$ cat src/rtl/tt_dfd_vid_pkg.sv
// Shared types for the PID-to-VID translator: table entry layout and FSM states.
package tt_dfd_vid_pkg;

  // Widest VID an entry can hold; entries zero-extend narrower IDs into it.
  localparam int unsigned VidMaxW = 8;

  typedef enum logic [1:0] {
    IDLE  = 2'd0,
    BUILD = 2'd1,
    READY = 2'd2
  } pidtovid_state_e;

  typedef struct packed {
    logic [VidMaxW-1:0] vid;
    logic               mapped;
  } pid_entry_t;

endpackage

$ cat src/rtl/tt_dfd_generic_pidtovid.sv
// Physical-ID to virtual-ID translator: builds a PID-indexed table one hart per
// cycle, answers single-PID lookups and re-indexes a status vector into VID order.
module tt_dfd_generic_pidtovid
  import tt_dfd_vid_pkg::*;
#(
  parameter int unsigned NumHarts    = 8,
  parameter int unsigned NumHartsIdx = (NumHarts == 1) ? 1 : $clog2(NumHarts)
) (
  input  logic                                 clk,
  input  logic                                 reset_n,
  input  logic                                 cfg_load,
  input  logic [NumHarts-1:0]                  fuse_map,
  input  logic [NumHarts-1:0][NumHartsIdx-1:0] vid_map,
  output logic                                 cfg_busy,
  output logic                                 cfg_done,
  output logic                                 cfg_err,
  input  logic                                 req_valid,
  output logic                                 req_ready,
  input  logic [NumHartsIdx-1:0]               req_pid,
  output logic                                 rsp_valid,
  output logic [NumHartsIdx-1:0]               rsp_vid,
  output logic                                 rsp_mapped,
  input  logic [NumHarts-1:0]                  pid_vector,
  output logic [NumHarts-1:0]                  vid_vector
);

  pidtovid_state_e                      state_q, state_d;
  logic [NumHartsIdx-1:0]               idx_q, idx_d;
  logic [NumHarts-1:0]                  shadow_fuse_q, shadow_fuse_d;
  logic [NumHarts-1:0][NumHartsIdx-1:0] shadow_vid_q, shadow_vid_d;
  pid_entry_t                           entry_q [NumHarts];
  pid_entry_t                           entry_d [NumHarts];
  logic [NumHarts-1:0]                  vid_used_q, vid_used_d;
  logic                                 cfg_err_q, cfg_err_d;
  logic                                 cfg_done_q, cfg_done_d;
  logic                                 rsp_valid_q, rsp_valid_d;
  logic [NumHartsIdx-1:0]               rsp_vid_q, rsp_vid_d;
  logic                                 rsp_mapped_q, rsp_mapped_d;
  logic [NumHarts-1:0]                  vid_vector_q, vid_vector_d;

  logic [NumHartsIdx-1:0]               cur_vid;
  logic                                 req_accept;
  pid_entry_t                           lk_entry;

  // Table build FSM: one hart per cycle, lowest fused PID claims a VID first.
  always_comb begin
    state_d       = state_q;
    idx_d         = idx_q;
    shadow_fuse_d = shadow_fuse_q;
    shadow_vid_d  = shadow_vid_q;
    entry_d       = entry_q;
    vid_used_d    = vid_used_q;
    cfg_err_d     = cfg_err_q;
    cfg_done_d    = 1'b0;
    cur_vid       = shadow_vid_q[idx_q];

    unique case (state_q)
      IDLE, READY: begin
        if (cfg_load) begin
          shadow_fuse_d = fuse_map;
          shadow_vid_d  = vid_map;
          entry_d       = '{default: '0};
          vid_used_d    = '0;
          cfg_err_d     = 1'b0;
          idx_d         = '0;
          state_d       = BUILD;
        end
      end
      BUILD: begin
        if (shadow_fuse_q[idx_q]) begin
          if ((32'(cur_vid) < NumHarts) && !vid_used_q[cur_vid]) begin
            entry_d[idx_q].vid    = VidMaxW'(cur_vid);
            entry_d[idx_q].mapped = 1'b1;
            vid_used_d[cur_vid]   = 1'b1;
          end else begin
            cfg_err_d = 1'b1;
          end
        end
        if (32'(idx_q) == NumHarts - 1) begin
          state_d    = READY;
          cfg_done_d = 1'b1;
        end else begin
          idx_d = idx_q + NumHartsIdx'(1);
        end
      end
      default: state_d = IDLE;
    endcase
  end

  // Lookups are answered from the table as it stands at acceptance.
  assign req_accept = req_valid && (state_q == READY);

  always_comb begin
    lk_entry     = '0;
    rsp_valid_d  = req_accept;
    rsp_vid_d    = rsp_vid_q;
    rsp_mapped_d = rsp_mapped_q;
    if (32'(req_pid) < NumHarts) begin
      lk_entry = entry_q[req_pid];
    end
    if (req_accept) begin
      rsp_mapped_d = lk_entry.mapped;
      rsp_vid_d    = lk_entry.mapped ? lk_entry.vid[NumHartsIdx-1:0] : '0;
    end
  end

  // VID-ordered status: each VID bit collects the status of the PID that owns it.
  always_comb begin
    vid_vector_d = '0;
    if (state_q == READY) begin
      for (int v = 0; v < NumHarts; v++) begin
        for (int p = 0; p < NumHarts; p++) begin
          if (entry_q[p].mapped && (entry_q[p].vid == VidMaxW'(v))) begin
            vid_vector_d[v] = vid_vector_d[v] | pid_vector[p];
          end
        end
      end
    end
  end

  always_ff @(posedge clk or negedge reset_n) begin
    if (!reset_n) begin
      state_q       <= IDLE;
      idx_q         <= '0;
      shadow_fuse_q <= '0;
      shadow_vid_q  <= '0;
      entry_q       <= '{default: '0};
      vid_used_q    <= '0;
      cfg_err_q     <= 1'b0;
      cfg_done_q    <= 1'b0;
      rsp_valid_q   <= 1'b0;
      rsp_vid_q     <= '0;
      rsp_mapped_q  <= 1'b0;
      vid_vector_q  <= '0;
    end else begin
      state_q       <= state_d;
      idx_q         <= idx_d;
      shadow_fuse_q <= shadow_fuse_d;
      shadow_vid_q  <= shadow_vid_d;
      entry_q       <= entry_d;
      vid_used_q    <= vid_used_d;
      cfg_err_q     <= cfg_err_d;
      cfg_done_q    <= cfg_done_d;
      rsp_valid_q   <= rsp_valid_d;
      rsp_vid_q     <= rsp_vid_d;
      rsp_mapped_q  <= rsp_mapped_d;
      vid_vector_q  <= vid_vector_d;
    end
  end

  assign cfg_busy   = (state_q == BUILD);
  assign req_ready  = (state_q == READY);
  assign cfg_done   = cfg_done_q;
  assign cfg_err    = cfg_err_q;
  assign rsp_valid  = rsp_valid_q;
  assign rsp_vid    = rsp_vid_q;
  assign rsp_mapped = rsp_mapped_q;
  assign vid_vector = vid_vector_q;

endmodule

$ cat config.mk
export PLATFORM = sky130hd
export DESIGN_NAME = tt_dfd_generic_pidtovid
export DESIGN_NICKNAME = d
export VERILOG_FILES = /design/src/rtl/tt_dfd_vid_pkg.sv /design/src/rtl/tt_dfd_generic_pidtovid.sv
export SDC_FILE = /design/constraint.sdc
export NUM_CORES = 1
export LEC_CHECK = 0
export ABC_AREA = 0
export ABC_CLOCK_PERIOD_IN_PS = 2900
export BUFFER_PORTS_ARGS = -buffer_cell sky130_fd_sc_hd__buf_4
export CAP_MARGIN = 20
export CORE_UTILIZATION = 30
export CTS_CLUSTER_DIAMETER = 120
export DETAILED_ROUTE_END_ITERATION = 12
export PLACE_DENSITY = 0.49
export SLEW_MARGIN = 20
export SYNTH_ARGS = -nofsm -noshare
export SYNTH_HDL_FRONTEND = slang
export SYNTH_SLANG_ARGS = --single-unit
$ cat constraint.sdc
create_clock -name clk -period 2.9 [get_ports clk]
set_input_delay 0.145 -clock clk [delete_from_list [all_inputs] [get_ports clk]]
set_output_delay 0.145 -clock clk [all_outputs]
set_load 0.01 [all_outputs]
=== Yosys cells after proc, flatten, opt, wreduce, memory -nomap -nowiden ===
Index checks and enable logic that the tools add are counted.

* Bits in registers: 132
* Output and inout port bits: 17

* Add/sub/neg operators: 1
* Mux-type cells: 159
* Magnitude comparators: 6
* Reductions and logical operators: 83
* Bitwise operators: 59
* Eq/ne operators: 65

{| class="wikitable"
|+ Operators with widths
! kind !! number
|-
| $eq A8 B3 Y1 const B || 32
|-
| $mux W72 || 3
|-
| $bwmux W72 || 2
|-
| $pmux W72 S2 || 1
|-
| $mux W1 || 129
|-
| $eq A8 B2 Y1 const B || 16
|-
| $logic_and A1 B1 Y1 || 67
|-
| $eq A8 B1 Y1 const B || 8
|-
| $logic_not A8 Y1 || 8
|-
| $or A1 B1 Y1 || 56
|-
| $demux W9 S3 || 2
|-
| $mux W8 || 4
|-
| $bmux W9 S3 || 1
|-
| $pmux W8 S2 || 1
|-
| $mux W3 || 4
|-
| $bmux W3 S3 || 1
|-
| $mux W9 || 1
|-
| $ge A4 B4 Y1 const B || 2
|-
| $lt A3 B4 Y1 const B || 2
|-
| $mux W4 || 2
|-
| $not A3 Y4 || 2
|-
| $or A8 B8 Y8 || 1
|-
| $reduce_and A4 Y1 || 2
|-
| $bmux W1 S3 || 2
|-
| other kinds (18) || 24
|}

=== Depth between registers and ports, before layout ===
* Depth in word-level cells: 25
* Mapped depth: 8
* Depth with buffers taken out: 6

=== Least setup slack after synthesis ===
Ideal clock, no wire load.

* Path kind: register to register
* Start: register idx_q[0]
* End: register entry_q[36] (netlist bit)
* Arrival time: 2.261 ns
* Setup time: 0.118 ns
* Slack: 0.520 ns
* Buffers on the path: 2
* Stages on the path, launching flop included: 9
* Cell sequence: dfrtp_1 -> buf_6 -> mux2i_1 -> mux4_2 -> buf_6 -> mux2i_2 -> a22oi_4 -> a21oi_4 -> a21o_1

* Word-level cells in the longest chain between the ends: 9
* Elaborated cells on any way between the ends: 21
* Those cells by class: 2 x order compare; 2 x eq/ne; 14 x mux; 1 x bitwise; 2 x reduce/logical

{| class="wikitable"
|+ Ends and longest elaborated chain
! what !! line !! text
|-
| start, declared || tt_dfd_generic_pidtovid.sv:28 || <nowiki>logic [NumHartsIdx-1:0] idx_q, idx_d;</nowiki>
|-
| start signal, assigned || tt_dfd_generic_pidtovid.sv:137 || <nowiki>idx_q <= idx_d;</nowiki>
|-
| $not A3 Y4 (implied by the code) || tt_dfd_generic_pidtovid.sv:72, tt_dfd_generic_pidtovid.sv:73 ||
|-
| $ge A4 B4 Y1 (implied by the code) or $lt A4 B1 Y1 (tied branches) || tt_dfd_generic_pidtovid.sv:73 || <nowiki>entry_d[idx_q].mapped = 1'b1;</nowiki>
|-
| $logic_and A1 B1 Y1 (implied by the code) || tt_dfd_generic_pidtovid.sv:73 ||
|-
| $mux W1 (implied by the code) || tt_dfd_generic_pidtovid.sv:73 ||
|-
| $demux W9 S3 || tt_dfd_generic_pidtovid.sv:73 ||
|-
| $bwmux W72 || tt_dfd_generic_pidtovid.sv:73 ||
|-
| $mux W72 || tt_dfd_generic_pidtovid.sv:71 || <nowiki>if ((32'(cur_vid) < NumHarts) && !vid_used_q[cur_vid]) begin</nowiki>
|-
| $mux W72 || tt_dfd_generic_pidtovid.sv:70 || <nowiki>if (shadow_fuse_q[idx_q]) begin</nowiki>
|-
| $pmux W72 S2 || tt_dfd_generic_pidtovid.sv:57 || <nowiki>unique case (state_q)</nowiki>
|-
| end signal, assigned || tt_dfd_generic_pidtovid.sv:140 || <nowiki>entry_q <= entry_d;</nowiki>
|-
| end, declared || tt_dfd_generic_pidtovid.sv:31 || <nowiki>pid_entry_t entry_q [NumHarts];</nowiki>
|}

Several ways; a longest one is shown, not always the timed one. The select of a mux whose other input is x is not followed.
A chain may end at the register's enable or synchronous reset.

=== Worst setup path after layout ===
* Start: register idx_q[0]
* End: register entry_q[0] (netlist bit)

The elaborated chain is that of the path after synthesis.

==> impl_metrics.toml <==
[global_routing]
gr-total-overflow = 0
antenna_found_initial = 0
grt_usage = 0.168
grt_pass1_vias = 4033
grt_first_pass_wirelength_um = 21100
grt_max_degree = 67

[power_and_ir_drop]
power.switching_mw = 2.69
p_comb_frac = 0.471
p_int_mw = 3.65
swShare = 0.424
leakage_nw = 2.78
pwr-share-seq = 0.346
powerDensity_nw_per_um2 = 1010
clkPwrFrac = 0.183
worst_ir_drop_vdd_uv = 541

[sta]
maxSlewViolCount = 0
finalCriticalPeriod_ps = 2720
finalHoldViolCount = 0
finalClockSkew_ps = 9.58
max_freq_mhz = 367
fin_crit_sh = 0.939
rsz0062_at_grt = "no"
tightestPinTransition_ps = 848
setup_viol = 0
maxSlewHeadroom = 0.435
fin_tns_setup_ps = 0

[cts]
cts_tree = "built"
cts_root_buf = "clkbuf_16"
clock_latency_ps = 360
cts-htree-levels = 3
clk_pin_slew_ps = 70
cts_buffers = 9
cts_buffer_depth = 2
post_cts_resize_count = 0
clock-sinks = 92

[layout]
area_growth_pct = 28.8
stdcell_area_um2 = 6250
drive_gt1_frac = 0.221
stdcell_count = 803
num_antenna_cells = 0
nNetsFinal = 631

[synth]
synthTopCellsByArea = "dfrtp_1 47%, nand2_1 11%, mux2i_1 7.0%, mux4_2 6.5%, o22ai_1 3.1%"
synth_top_area_share = 0.475
synth_edf_count = 0
synth_top_cell_by_area = "dfrtp_1"
synth_area_um2 = 4850
ys_types = 38
ys.flop_type = "dfrtp_1"
ys_warn_count = 0
synth.avg_cell_area_um2 = 10.0
syn_inst = 484
async_reset_ff_frac = 1.00
synth_common_cells = "138 x nand2_1, 92 x dfrtp_1, 34 x mux2i_1, 24 x nor2_1, 24 x o22ai_1"
ys_seq_elements = 92
synth_most_common_cell = "nand2_1"
yosysSeqAreaShare = 0.475
syn_nets = 533

[routing]
drt_pass1_iterations = 4
drt-wirelength-per-cell_um = 16.0
drt_iter0_markers = 195
postRouteWirelength_um = 12900
ant_nets = 0
vias = 3911
via_per_inst = 4.87
drc = 0

[worst_setup_path]
cp_max_fo = 11
end_kind = "register"
cp.required_ps = 3140
crit_arrival_ps = 2970
crit_path_start_kind = "register"
critPathKind = "register to register"

[die]
coreArea_um2 = 15800
pin_count = 64
die_area_um2 = 16700
die_w_um = 129
initial_utilization = 0.306
die_height_um = 129
rows = 46

[flow_run]
maxCapViolations = 0

[place]
placed_area_um2 = 5590
routabilityCongestion = 0.787
dp_hpwl_um = 9370
portBuffers = 63
dp_cells = 752

[run_status]
outcome = "finished, final reports clean"

[min_path]
hp-class = "input pin to register"
==> metal layers <==
| layer | up-vias | share of wire | GRT usage | wire, um |
|---|---|---|---|---|
| li1 | 1899 | - | - | - |
| met1 | 1867 | 0.44 | 0.203 | 5660 |
| met2 | 115 | 0.48 | 0.283 | 6210 |
| met3 | 30 | 0.047 | 0.0429 | 604 |
| met4 | 0 | 0.029 | 0.0720 | 377 |
| met5 | - | 0 | 0 | 0 |
==> power by group through the flow <==
stage               logic [mW]  registers [mW]  clock network [mW]
floorplan                 2.23            2.03                   0
global placement          2.85            2.21                   0
detailed placement        2.89            2.22                   0
CTS                       2.94            2.20                1.20
global route              3.28            2.27                1.25
finish                    2.99            2.20                1.16
==> registers in the layout (all words and copies together) (netlist names) <==
name	count
cfg_done	1
cfg_err	1
entry_q	32
idx_q	3
rsp_mapped	1
rsp_valid	1
rsp_vid	3
shadow_fuse_q	8
shadow_vid_q	24
state_q	2
vid_used_q	8
vid_vector	8
==> layout make-up <==
| type | count | area, um^2 |
|---|---|---|
| Timing Repair Buffer | 112 | 938 |
| Tap cell | 216 | 270 |
| Fill cell | 1572 | 9580 |
| Inverter | 4 | 15.0 |
| Clock buffer | 10 | 239 |
| Multi-Input combinational cell | 363 | 2430 |
| Clock inverter | 6 | 55.1 |
| Sequential cell | 92 | 2300 |
==> repair_timing <==
| item | CTS | global route |
|---|---|---|
| buffers inserted | 0 | 1 |
| hold endpoints to repair | 97 | 0 |
| setup endpoints to repair | 0 | 3 |
| hold buffers | 34 | 0 |
==> placed cells by master, fill, tap and decap left out, drive strengths merged, types with 2 or more instances in the layout <==
cell	netlist	routed
mux4	15	15
nand3b	9	9
nand4b	3	3
and2	3	3
clkinvlp	0	2
o21ai	6	6
buf	7	78
nand2b	20	20
nor3b	2	2
mux2i	37	37
inv	4	7
mux2	4	4
a21o	8	8
nor3	16	16
dfrtp	92	92
a22oi	2	2
or3	2	2
ha	2	2
o31ai	2	2
nand2	138	138
nor4	7	7
dlygate4sd3	0	34
nor2b	4	4
o22ai	24	24
clkbuf	18	10
a31oi	5	5
a21oi	13	13
nand3	12	12
nor2	24	24
or4b	2	2
==> path summary, 6_finish.rpt <==
kind                                               from  slack (ps)                      endpoint  cells past startpoint
setup / recovery                   idx_q[0]$_DFFE_PN0P_         180        entry_q[0]$_DFFE_PN0P_                      7
hold / removal                                req_valid         110           rsp_valid$_DFF_PN0_                      3
setup reg to reg                   idx_q[0]$_DFFE_PN0P_         180        entry_q[0]$_DFFE_PN0P_                      7
hold reg to reg            shadow_fuse_q[7]$_DFFE_PN0P_         480  shadow_fuse_q[7]$_DFFE_PN0P_                      2
max in group asynchronous                       reset_n        1730   shadow_vid_q[9]$_DFFE_PN0P_                      3
min in group asynchronous                       reset_n         450       entry_q[64]$_DFFE_PN0P_                      2
==> critical path: stages (launching register included) <==
cell	delay [ps]
dfrtp_1	500
buf_4	240
mux2i_1	90
mux4_2	630
mux2i_1	220
a22oi_4	580
a21oi_4	150
a21o_1	190
==> through the flow <==
stage	hold WS, ps	total power, mW	utilization	worst slack, ps
3_3_place_gp	308	5.06	0.353	189
4_1_cts	98.8	6.33	0.393	112
3_5_place_dp	307	5.11	0.353	121
5_1_grt	137	6.79	0.395	11.4
2_1_floorplan	-151	4.25	-	520
6_report	109	6.34	0.395	176
==> logic make-up (layout without fill, tap and decap cells) <==
family                     count (synthesis)  in the layout  share of synthesized area
AOI/OAI and AO/OA                         62             62                      0.103
adders and majority gates                  2              2                    0.00516
buffers and inverters                     29            132                     0.0260
DFF                                       92             92                      0.475
muxes                                     56             56                      0.162
and+or+nand+nor                          243            243                      0.229
Power figures use the tool's default switching activity.
